==> config.mk <==
export PLATFORM = sky130hd
export DESIGN_NAME = collision_scanner_flat
export DESIGN_NICKNAME = d
export VERILOG_FILES = /design/src/rtl/collision_scanner_if.sv /design/src/rtl/collision_scanner.sv /design/src/flat_wrapper.sv
export SDC_FILE = /design/constraint.sdc
export NUM_CORES = 1
export LEC_CHECK = 0
export BUFFER_PORTS_ARGS = -buffer_cell sky130_fd_sc_hd__buf_2
export CORE_MARGIN = 1.5
export CORE_UTILIZATION = 42
export CTS_CLUSTER_DIAMETER = 40
export DETAILED_ROUTE_END_ITERATION = 16
export PLACE_DENSITY_LB_ADDON = 0.1
export SLEW_MARGIN = 25
export SYNTH_ARGS = -nofsm -noshare
export SYNTH_HDL_FRONTEND = slang
export SYNTH_SLANG_ARGS = --single-unit
==> constraint.sdc <==
create_clock -name clk -period 3.47 [get_ports clk]
set_clock_uncertainty 0.05 [all_clocks]
set_input_delay 0.347 -clock clk [delete_from_list [all_inputs] [get_ports clk]]
set_output_delay 0.347 -clock clk [all_outputs]
set_load 0.01 [all_outputs]
==> src/rtl/collision_scanner_if.sv <==
// Bus bundle between the object position logic / game FSM (master) and the
// collision scanner (slave). Car coordinates are packed, car i at [i*COORD_W +: COORD_W].
interface collision_scanner_if #(
    parameter int NUM_CARS = 4,
    parameter int COORD_W  = 10,
    parameter int IDX_W    = (NUM_CARS > 1) ? $clog2(NUM_CARS) : 1
);
    logic                          frame_tick;
    logic [COORD_W-1:0]            frog_x;
    logic [COORD_W-1:0]            frog_y;
    logic [NUM_CARS*COORD_W-1:0]   car_x;
    logic [NUM_CARS*COORD_W-1:0]   car_y;
    logic [NUM_CARS-1:0]           car_en;
    logic                          busy;
    logic                          death_collision;
    logic                          win_collision;
    logic [IDX_W-1:0]              hit_index;
    logic                          grace_active;

    modport master (
        output frame_tick, frog_x, frog_y, car_x, car_y, car_en,
        input  busy, death_collision, win_collision, hit_index, grace_active
    );

    modport slave (
        input  frame_tick, frog_x, frog_y, car_x, car_y, car_en,
        output busy, death_collision, win_collision, hit_index, grace_active
    );
endinterface

==> src/rtl/collision_scanner.sv <==
// Multi-car frog collision scanner: on each accepted frame_tick it snapshots the
// frog position, checks one car hitbox per clock (lowest hit index wins) and then
// emits a one-cycle death or win pulse in its REPORT cycle.
// Optional macro COLLISION_GRACE_EN adds a post-death window of GRACE_FRM frames
// during which death is suppressed; without it grace_active is tied low.
module collision_scanner #(
    parameter int NUM_CARS  = 4,
    parameter int COORD_W   = 10,
    parameter int TILE_SIZE = 32,
    parameter int WIN_Y     = 0,
    parameter int GRACE_FRM = 60
) (
    input  logic               clk,
    input  logic               rst_n,
    collision_scanner_if.slave bus
);
    localparam int IDX_W = (NUM_CARS > 1) ? $clog2(NUM_CARS) : 1;
    localparam logic [COORD_W:0] TILE_EXT = (COORD_W+1)'(TILE_SIZE);

    typedef enum logic [1:0] {IDLE, SCAN, REPORT} state_t;

    state_t             state;
    state_t             state_nxt;
    logic [IDX_W-1:0]   car_cnt;
    logic [IDX_W-1:0]   first_idx;
    logic [IDX_W-1:0]   hit_index_q;
    logic               hit_flag;
    logic [COORD_W-1:0] frog_x_p0;
    logic [COORD_W-1:0] frog_y_p0;
    logic [COORD_W-1:0] cur_x;
    logic [COORD_W-1:0] cur_y;
    logic               start;
    logic               last_car;
    logic               car_hit;
    logic               suppress;
    logic               busy;
    logic               death;
    logic               win;

    // One-axis hitbox test, widened by one bit so c + TILE_SIZE cannot wrap
    function automatic logic in_span(input logic [COORD_W-1:0] f, input logic [COORD_W-1:0] c);
        logic [COORD_W:0] f_w;
        logic [COORD_W:0] c_w;
        f_w = {1'b0, f};
        c_w = {1'b0, c};
        return (f_w >= c_w) && (f_w < c_w + TILE_EXT);
    endfunction

    assign start    = (state == IDLE) && bus.frame_tick;
    assign last_car = (car_cnt == IDX_W'(NUM_CARS - 1));
    assign cur_x    = bus.car_x[int'(car_cnt)*COORD_W +: COORD_W];
    assign cur_y    = bus.car_y[int'(car_cnt)*COORD_W +: COORD_W];
    assign car_hit  = bus.car_en[car_cnt] && in_span(frog_x_p0, cur_x) && in_span(frog_y_p0, cur_y);

    // State register
    always_ff @(posedge clk) begin
        if (!rst_n) state <= IDLE;
        else        state <= state_nxt;
    end

    // Next-state logic: tick starts a scan, last car ends it, report lasts one cycle
    always_comb begin
        state_nxt = state;
        case (state)
            IDLE:    if (bus.frame_tick) state_nxt = SCAN;
            SCAN:    if (last_car)       state_nxt = REPORT;
            REPORT:  state_nxt = IDLE;
            default: state_nxt = IDLE;
        endcase
    end

    // Output decode: pulses only in REPORT, suppression applied before win precedence
    always_comb begin
        busy  = 1'b0;
        death = 1'b0;
        win   = 1'b0;
        if (state != IDLE) busy = 1'b1;
        if (state == REPORT) begin
            death = hit_flag && !suppress;
            win   = (frog_y_p0 == COORD_W'(WIN_Y)) && !death;
        end
    end

    // Scan control: car counter and first-hit capture
    always_ff @(posedge clk) begin
        if (!rst_n) begin
            car_cnt   <= '0;
            hit_flag  <= 1'b0;
            first_idx <= '0;
        end else if (start) begin
            car_cnt  <= '0;
            hit_flag <= 1'b0;
        end else if (state == SCAN) begin
            if (car_hit && !hit_flag) begin
                hit_flag  <= 1'b1;
                first_idx <= car_cnt;
            end
            if (!last_car) car_cnt <= car_cnt + 1'b1;
        end
    end

    // Frog snapshot taken when a scan is accepted; later frog moves are ignored
    always_ff @(posedge clk) begin
        if (start) begin
            frog_x_p0 <= bus.frog_x;
            frog_y_p0 <= bus.frog_y;
        end
    end

    // Held hit index, refreshed only by a reported death
    always_ff @(posedge clk) begin
        if (!rst_n)     hit_index_q <= '0;
        else if (death) hit_index_q <= first_idx;
    end

`ifdef COLLISION_GRACE_EN
    localparam int GRACE_W = (GRACE_FRM > 1) ? $clog2(GRACE_FRM + 1) : 1;

    logic [GRACE_W-1:0] grace_cnt;
    logic               suppress_q;

    // Grace window: reload on death, count down per accepted frame; suppression
    // is decided by the window state at the moment the frame is accepted
    always_ff @(posedge clk) begin
        if (!rst_n) begin
            grace_cnt  <= '0;
            suppress_q <= 1'b0;
        end else begin
            if (start) suppress_q <= (grace_cnt != '0);
            if (death)
                grace_cnt <= GRACE_W'(GRACE_FRM);
            else if (start && grace_cnt != '0)
                grace_cnt <= grace_cnt - 1'b1;
        end
    end

    assign suppress         = suppress_q;
    assign bus.grace_active = (grace_cnt != '0);
`else
    assign suppress         = 1'b0;
    assign bus.grace_active = 1'b0;
`endif

    assign bus.busy            = busy;
    assign bus.death_collision = death;
    assign bus.win_collision   = win;
    assign bus.hit_index       = death ? first_idx : hit_index_q;
endmodule
==> src/flat_wrapper.sv <==
// flat-port wrapper written by rule: the top's interface ports become plain ports
module collision_scanner_flat 
#(
    parameter int NUM_CARS  = 4,
    parameter int COORD_W   = 10,
    parameter int TILE_SIZE = 32,
    parameter int WIN_Y     = 0,
    parameter int GRACE_FRM = 60
)
  (clk, rst_n, bus_frame_tick, bus_frog_x, bus_frog_y, bus_car_x, bus_car_y, bus_car_en, bus_busy, bus_death_collision, bus_win_collision, bus_hit_index, bus_grace_active);
  collision_scanner_if #(.NUM_CARS(NUM_CARS), .COORD_W(COORD_W)) bus_i ();
  input  logic clk;
  input  logic rst_n;
  input wire logic [$bits(bus_i.frame_tick)-1:0] bus_frame_tick;
  input wire logic [$bits(bus_i.frog_x)-1:0] bus_frog_x;
  input wire logic [$bits(bus_i.frog_y)-1:0] bus_frog_y;
  input wire logic [$bits(bus_i.car_x)-1:0] bus_car_x;
  input wire logic [$bits(bus_i.car_y)-1:0] bus_car_y;
  input wire logic [$bits(bus_i.car_en)-1:0] bus_car_en;
  output wire logic [$bits(bus_i.busy)-1:0] bus_busy;
  output wire logic [$bits(bus_i.death_collision)-1:0] bus_death_collision;
  output wire logic [$bits(bus_i.win_collision)-1:0] bus_win_collision;
  output wire logic [$bits(bus_i.hit_index)-1:0] bus_hit_index;
  output wire logic [$bits(bus_i.grace_active)-1:0] bus_grace_active;
  assign bus_i.frame_tick = bus_frame_tick;
  assign bus_i.frog_x = bus_frog_x;
  assign bus_i.frog_y = bus_frog_y;
  assign bus_i.car_x = bus_car_x;
  assign bus_i.car_y = bus_car_y;
  assign bus_i.car_en = bus_car_en;
  assign bus_busy = bus_i.busy;
  assign bus_death_collision = bus_i.death_collision;
  assign bus_win_collision = bus_i.win_collision;
  assign bus_hit_index = bus_i.hit_index;
  assign bus_grace_active = bus_i.grace_active;
  collision_scanner #(.NUM_CARS(NUM_CARS), .COORD_W(COORD_W), .TILE_SIZE(TILE_SIZE), .WIN_Y(WIN_Y), .GRACE_FRM(GRACE_FRM)) u_core (.clk(clk), .rst_n(rst_n), .bus(bus_i));
endmodule
==> flow_summary.toml, run 1 <==
[pwr]
ir_drop_uv = 231
p_per_area_mw_per_mm2 = 336
power.leakage_nw = 1.52
finalPower_mw = 1.07

[drt]
route.detailed.drc = 0
drt_iter0_markers = 45
vias = 2038
drt_wl_total_um = 5980
viasPerCell = 5.15
wire_per_inst_um = 15.1
firstDrtPassIters = 4
drtAntennaViolNets = 0

[place]
place_ws_ns = 0.364
place_area_mm2 = 0.00305
numPortBuffers = 111
place_congestion = 0.829
hpwl_um = 5010
dp_cells = 388

[global_routing]
grt_max_degree = 21
grt_pass1_vias = 2043
grt_pass1_wl_um = 9110
grt_usage_pct = 19.4
grt-ovfl-total = 0
antenna_found_initial = 0

[synth]
synth_area_mm2 = 0.00241
ys_seq_elements = 29
synth_top_flop_cell = "edfxtp_1"
netlist_top_cells_area = "edfxtp_1 25%, ha_1 17%, mux4_2 16%"
yosys.area.top_type_share_pct = 24.9
avgSynthCellArea_um2 = 11.8
yosysSeqAreaShare_pct = 32.3
synth.distinct_cells = 46
yosysWarnings = 0
synth_nets = 345
synthesis.instances = 205
synth_common_cells = "33 x ha_1, 25 x inv_1, 20 x edfxtp_1"
yosysMostFrequentCell = "ha_1"
synthArstFlopShare_pct = 0
synth_edf_count = 20
yosysTopAreaCell = "edfxtp_1"

[clock_network]
post_cts_buffers = 0
path_clk_slew_ns = 0.07
cts-htree-levels = 2
ctsResizeCount = 0
cts_made_buffers = 5
clock-root-buffer = "clkbuf_8"
cts_sinks = 29
cts_tree = "yes"
clk_latency_ns = 0.28
postCtsHoldBufs = 0
clock_path_buffers = 2

[floorplan]
dieArea_mm2 = 0.00621
die_y_um = 78.8
coreArea_mm2 = 0.00554
rows = 27
die_w_um = 78.8
initial_core_util_pct = 43.6
top_level_ports = 113

[cells_and_area]
filler_cell_count = 502
fin_nets = 463
layout-drive-gt1-share_pct = 45.7
fin_area_mm2 = 0.00318
diodes = 0
utilization_pct = 57.5
area_delta_synth_final_pct = 31.9
finalNonFillerCells = 396

[sta]
finalCritPeriodShare_pct = 88.4
slew_viol_final = 0
fin_setup_tns_ns = 0
report.final.setup_viol = 0
timing.hold.ws_ns = 0.187
rsz0062_at_grt = "false"
fin_ws_ns = 0.402
min_period_ns = 3.07
tightest_slew_ns = 0.646
hold_viol_final = 0
clock.fmax_mhz = 326
relSlewSlack_pct = 56.9

[flow_run]
cap_violations = 0

[critical_path]
cp.arrival_ns = 3.23
critPathCaptureType = "flip-flop"
crit_type = "flip-flop to flip-flop"
critical_path_peak_fanout = 9
cp.required_ns = 3.63
worstSetupStartpointType = "flip-flop"
ff2ff_path_depth = 11

[outcome]
outcome = "complete, no violations"

[worst_hold_path]
hold_path.class = "primary input to flip-flop"
hold_depth = 1
-- flip-flops by register name (all words and copies together) (netlist names) --
name                count
u_core.frog_x_p0       10
u_core.frog_y_p0       10
u_core.car_cnt          2
u_core.first_idx        2
u_core.hit_index_q      2
u_core.state            2
u_core.hit_flag         1
-- cell usage in the layout, fill, tap and decap left out, drive strengths merged, types with 2 or more instances in the layout --
| cell | n |
|---|---|
| ha | 33 |
| nor2b | 2 |
| edfxtp | 20 |
| a2111oi | 2 |
| inv | 25 |
| mux2i | 3 |
| dfxtp | 9 |
| a21oi | 13 |
| clkbuf | 7 |
| mux4 | 21 |
| and2 | 2 |
| nor2 | 6 |
| o21ai | 8 |
| xnor2 | 7 |
| clkinv | 2 |
| nand2 | 10 |
| o211ai | 3 |
| o21a | 2 |
| a21o | 2 |
| buf | 117 |
| nand3 | 4 |
| nand2b | 3 |
| o2111ai | 2 |
| nor4 | 3 |
| mux2 | 2 |
-- routing by layer --
| layer | share of wire (%) | track usage [%] | wire [um] |
|---|---|---|---|
| met1 | 44 | 23.5 | 2640 |
| met4 | 0.79 | 5.36 | 47 |
| met3 | 6.2 | 4.83 | 372 |
| met2 | 49 | 34.1 | 2910 |
| met5 | 0 | 0 | 0 |
-- worst max-delay path: stages (launching register included) --
cell and delay [ns]:
dfxtp_1 0.54, buf_4 0.29, mux4_2 0.52, inv_1 0.07, ha_1 0.25, a21oi_1 0.16
a21oi_1 0.08, a2111oi_0 0.39, o21ai_0 0.13, o31ai_1 0.09, o211a_1 0.25, mux2i_1 0.19
-- area by class of cell --
class                   count  area [um^2]  share of cell area, %
clock buffers               7          119                   3.73
clock inverters             1         5.00                  0.157
inverters                  26         98.8                   3.11
multi-input cells         144         1490                   46.8
flip-flops and latches     29          781                   24.5
well taps                  72         90.1                   2.83
repair buffers            117          601                   18.9
-- kinds of logic after synthesis --
logic type | share of synthesized area, %
other cells | 0.155
fa+ha+maj | 17.1
mux | 22.4
simple gates | 8.35
compound gates | 10.8
xor+xnor | 2.54
flops | 32.3
buf+inv | 6.27
-- power by group --
group | internal, mW | switching (mW)
sequential | 0.389 | 0.0142
combinational | 0.166 | 0.140
clock | 0.227 | 0.134
total | 0.782 | 0.288
-- worst paths after layout --
path,start,endpoint,slack (ns)
worst min register to register,u_core.first_idx[1],u_core.first_idx[1],0.41
worst max register to register,u_core.car_cnt[0],u_core.first_idx[1],0.40
worst max-delay path,u_core.car_cnt[0],u_core.first_idx[1],0.40
worst min-delay path,bus_frog_x[8],u_core.frog_x_p0[8],0.19
Power figures use the tool's default switching activity.
==> inputs of run 2 (changes only) <==
- CORE_UTILIZATION: 42 -> 47
==> flow_summary.toml, run 2 (synthesis gave the netlist of run 1 again) <==
[cells_and_area]
diodes = 0
fin_nets = 462
utilization_pct = 65.0
area_delta_synth_final_pct = 30.6
layout-drive-gt1-share_pct = 45.2
final_common_cell = "buf_2"
finalNonFillerCells = 390
mostFrequentLayoutCells = "111 x buf_2, 33 x ha_1, 25 x inv_1"
top_regs = "u_core.frog_x_p0 (10), u_core.frog_y_p0 (10)"

[global_routing]
grt_pass1_vias = 2054
grt-ovfl-total = 0
grt_usage_pct = 21.8
grt_max_degree = 21
antenna_found_initial = 0
grt_pass1_wl_um = 9110

[drt]
route.detailed.drc = 0
drt_wl_total_um = 5850
firstDrtPassIters = 4
drtAntennaViolNets = 0
vias = 2065
wire_per_inst_um = 15.0
viasPerCell = 5.29
drt_iter0_markers = 65

[place]
dp_cells = 382
numPortBuffers = 111
place_congestion = 0.895
hpwl_um = 4900

[clock_network]
path_clk_slew_ns = 0.07
ctsResizeCount = 0
post_cts_buffers = 0
clock-root-buffer = "clkbuf_8"
cts_made_buffers = 5
cts_tree = "yes"
clk_latency_ns = 0.28
cts-htree-levels = 2
cts_sinks = 29
postCtsHoldBufs = 0
clock_path_buffers = 2

[critical_path]
r2r_end = "u_core.first_idx[1]"
critical_path_peak_fanout = 9
cp.required_ns = 3.63
crit_type = "flip-flop to flip-flop"
timing.rr.start = "u_core.car_cnt[0]"
cp.arrival_ns = 3.21
worstSetupStartpointType = "flip-flop"
ff2ff_setup_slack_ns = 0.42
critPathCaptureType = "flip-flop"
ff2ff_path_depth = 10

[floorplan]
die_w_um = 74.7
dieArea_mm2 = 0.00557
top_level_ports = 113
initial_core_util_pct = 49.8
rows = 25
die_y_um = 74.7
coreArea_mm2 = 0.00485

[pwr]
p_per_area_mw_per_mm2 = 325
p_seq_share_pct = 39.2
p_clk_share_pct = 30.6
p_sw_mw = 0.288
switching_share_pct = 28.1
power.leakage_nw = 1.51
intPower_mw = 0.735
pwr-share-comb_pct = 30.2
ir_drop_uv = 223

[sta]
finalCritPeriodShare_pct = 87.8
min_period_ns = 3.05
rsz0062_at_grt = "false"
slew_viol_final = 0
hold_viol_final = 0
clock.fmax_mhz = 328
report.final.setup_viol = 0
fin_setup_tns_ns = 0

[flow_run]
cap_violations = 0

[worst_hold_path]
hold_depth = 1
hold_path.class = "primary input to flip-flop"
min_to = "u_core.frog_y_p0[3]"
min_from = "bus_frog_y[3]"

[outcome]
outcome = "complete, no violations"
-- run 2: cell count changes in the layout (fill, tap and decap cells not counted), sizes merged --
| cell | previous run | this run |
|---|---|---|
| buf | 117 | 116 |
-- run 2: power groups by stage --
stage	Combinational (mW)	Clock, mW	Sequential [mW]
detailed placement	0.308	0	0.409
CTS	0.311	0.320	0.401
finish	0.309	0.313	0.401
floorplan	0.206	0	0.404
global route	0.351	0.333	0.403
global placement	0.302	0	0.408
-- run 2: layer usage --
| metal | global-route usage (%) | vias to the layer above | routed length (um) |
|---|---|---|---|
| met3 | 3.88 | 6 | 469 |
| met5 | 0 | - | 0 |
| met2 | 38.8 | 86 | 2850 |
| met1 | 27.3 | 953 | 2470 |
| li1 | - | 1020 | - |
| met4 | 5.86 | 0 | 50 |
-- run 2: critical path, stage by stage (launching register included) --
cell and delay [ns]:
dfxtp_1 0.38, buf_4 0.21, mux4_1 0.65, ha_1 0.25, xnor2_1 0.16, ha_1 0.25, o21ai_0 0.21, nor4b_1 0.09
nor4_1 0.26, o211a_1 0.27, mux2i_1 0.19
-- run 2: cell type report --
| class | instances | area, um^2 |
|---|---|---|
| fill | 404 | 1700 |
| multi-input combinational | 144 | 1480 |
| sequential | 29 | 781 |
| timing repair buffer | 116 | 606 |
| inverter | 26 | 98.8 |
| clock buffer | 7 | 96.3 |
| tap | 67 | 83.8 |
| clock inverter | 1 | 5.00 |
-- run 2: through the flow --
stage / setup slack, ns / hold slack [ns] / power [mW] / area, um^2
after global placement: 0.507 / 0.420 / 0.710 / 3050
after floorplan: 0.481 / 0.382 / 0.609 / 2410
final: 0.423 / 0.187 / 1.02 / 3150
after CTS: 0.412 / 0.180 / 1.03 / 3150
after global routing: 0.139 / 0.180 / 1.09 / 3150
after detailed placement: 0.432 / 0.423 / 0.717 / 3050
-- run 2: worst max-delay path by stage --
| stage | from | endpoint | slack (ns) |
|---|---|---|---|
| floorplan | u_core.car_cnt[0] | u_core.hit_flag | 0.48 |
| global placement | u_core.car_cnt[0] | u_core.first_idx[0] | 0.51 |
| detailed placement | u_core.car_cnt[0] | u_core.first_idx[0] | 0.43 |
| CTS | u_core.car_cnt[0] | u_core.first_idx[0] | 0.41 |
| global route | u_core.car_cnt[0] | u_core.first_idx[1] | 0.14 |
| finish | u_core.car_cnt[0] | u_core.first_idx[1] | 0.42 |
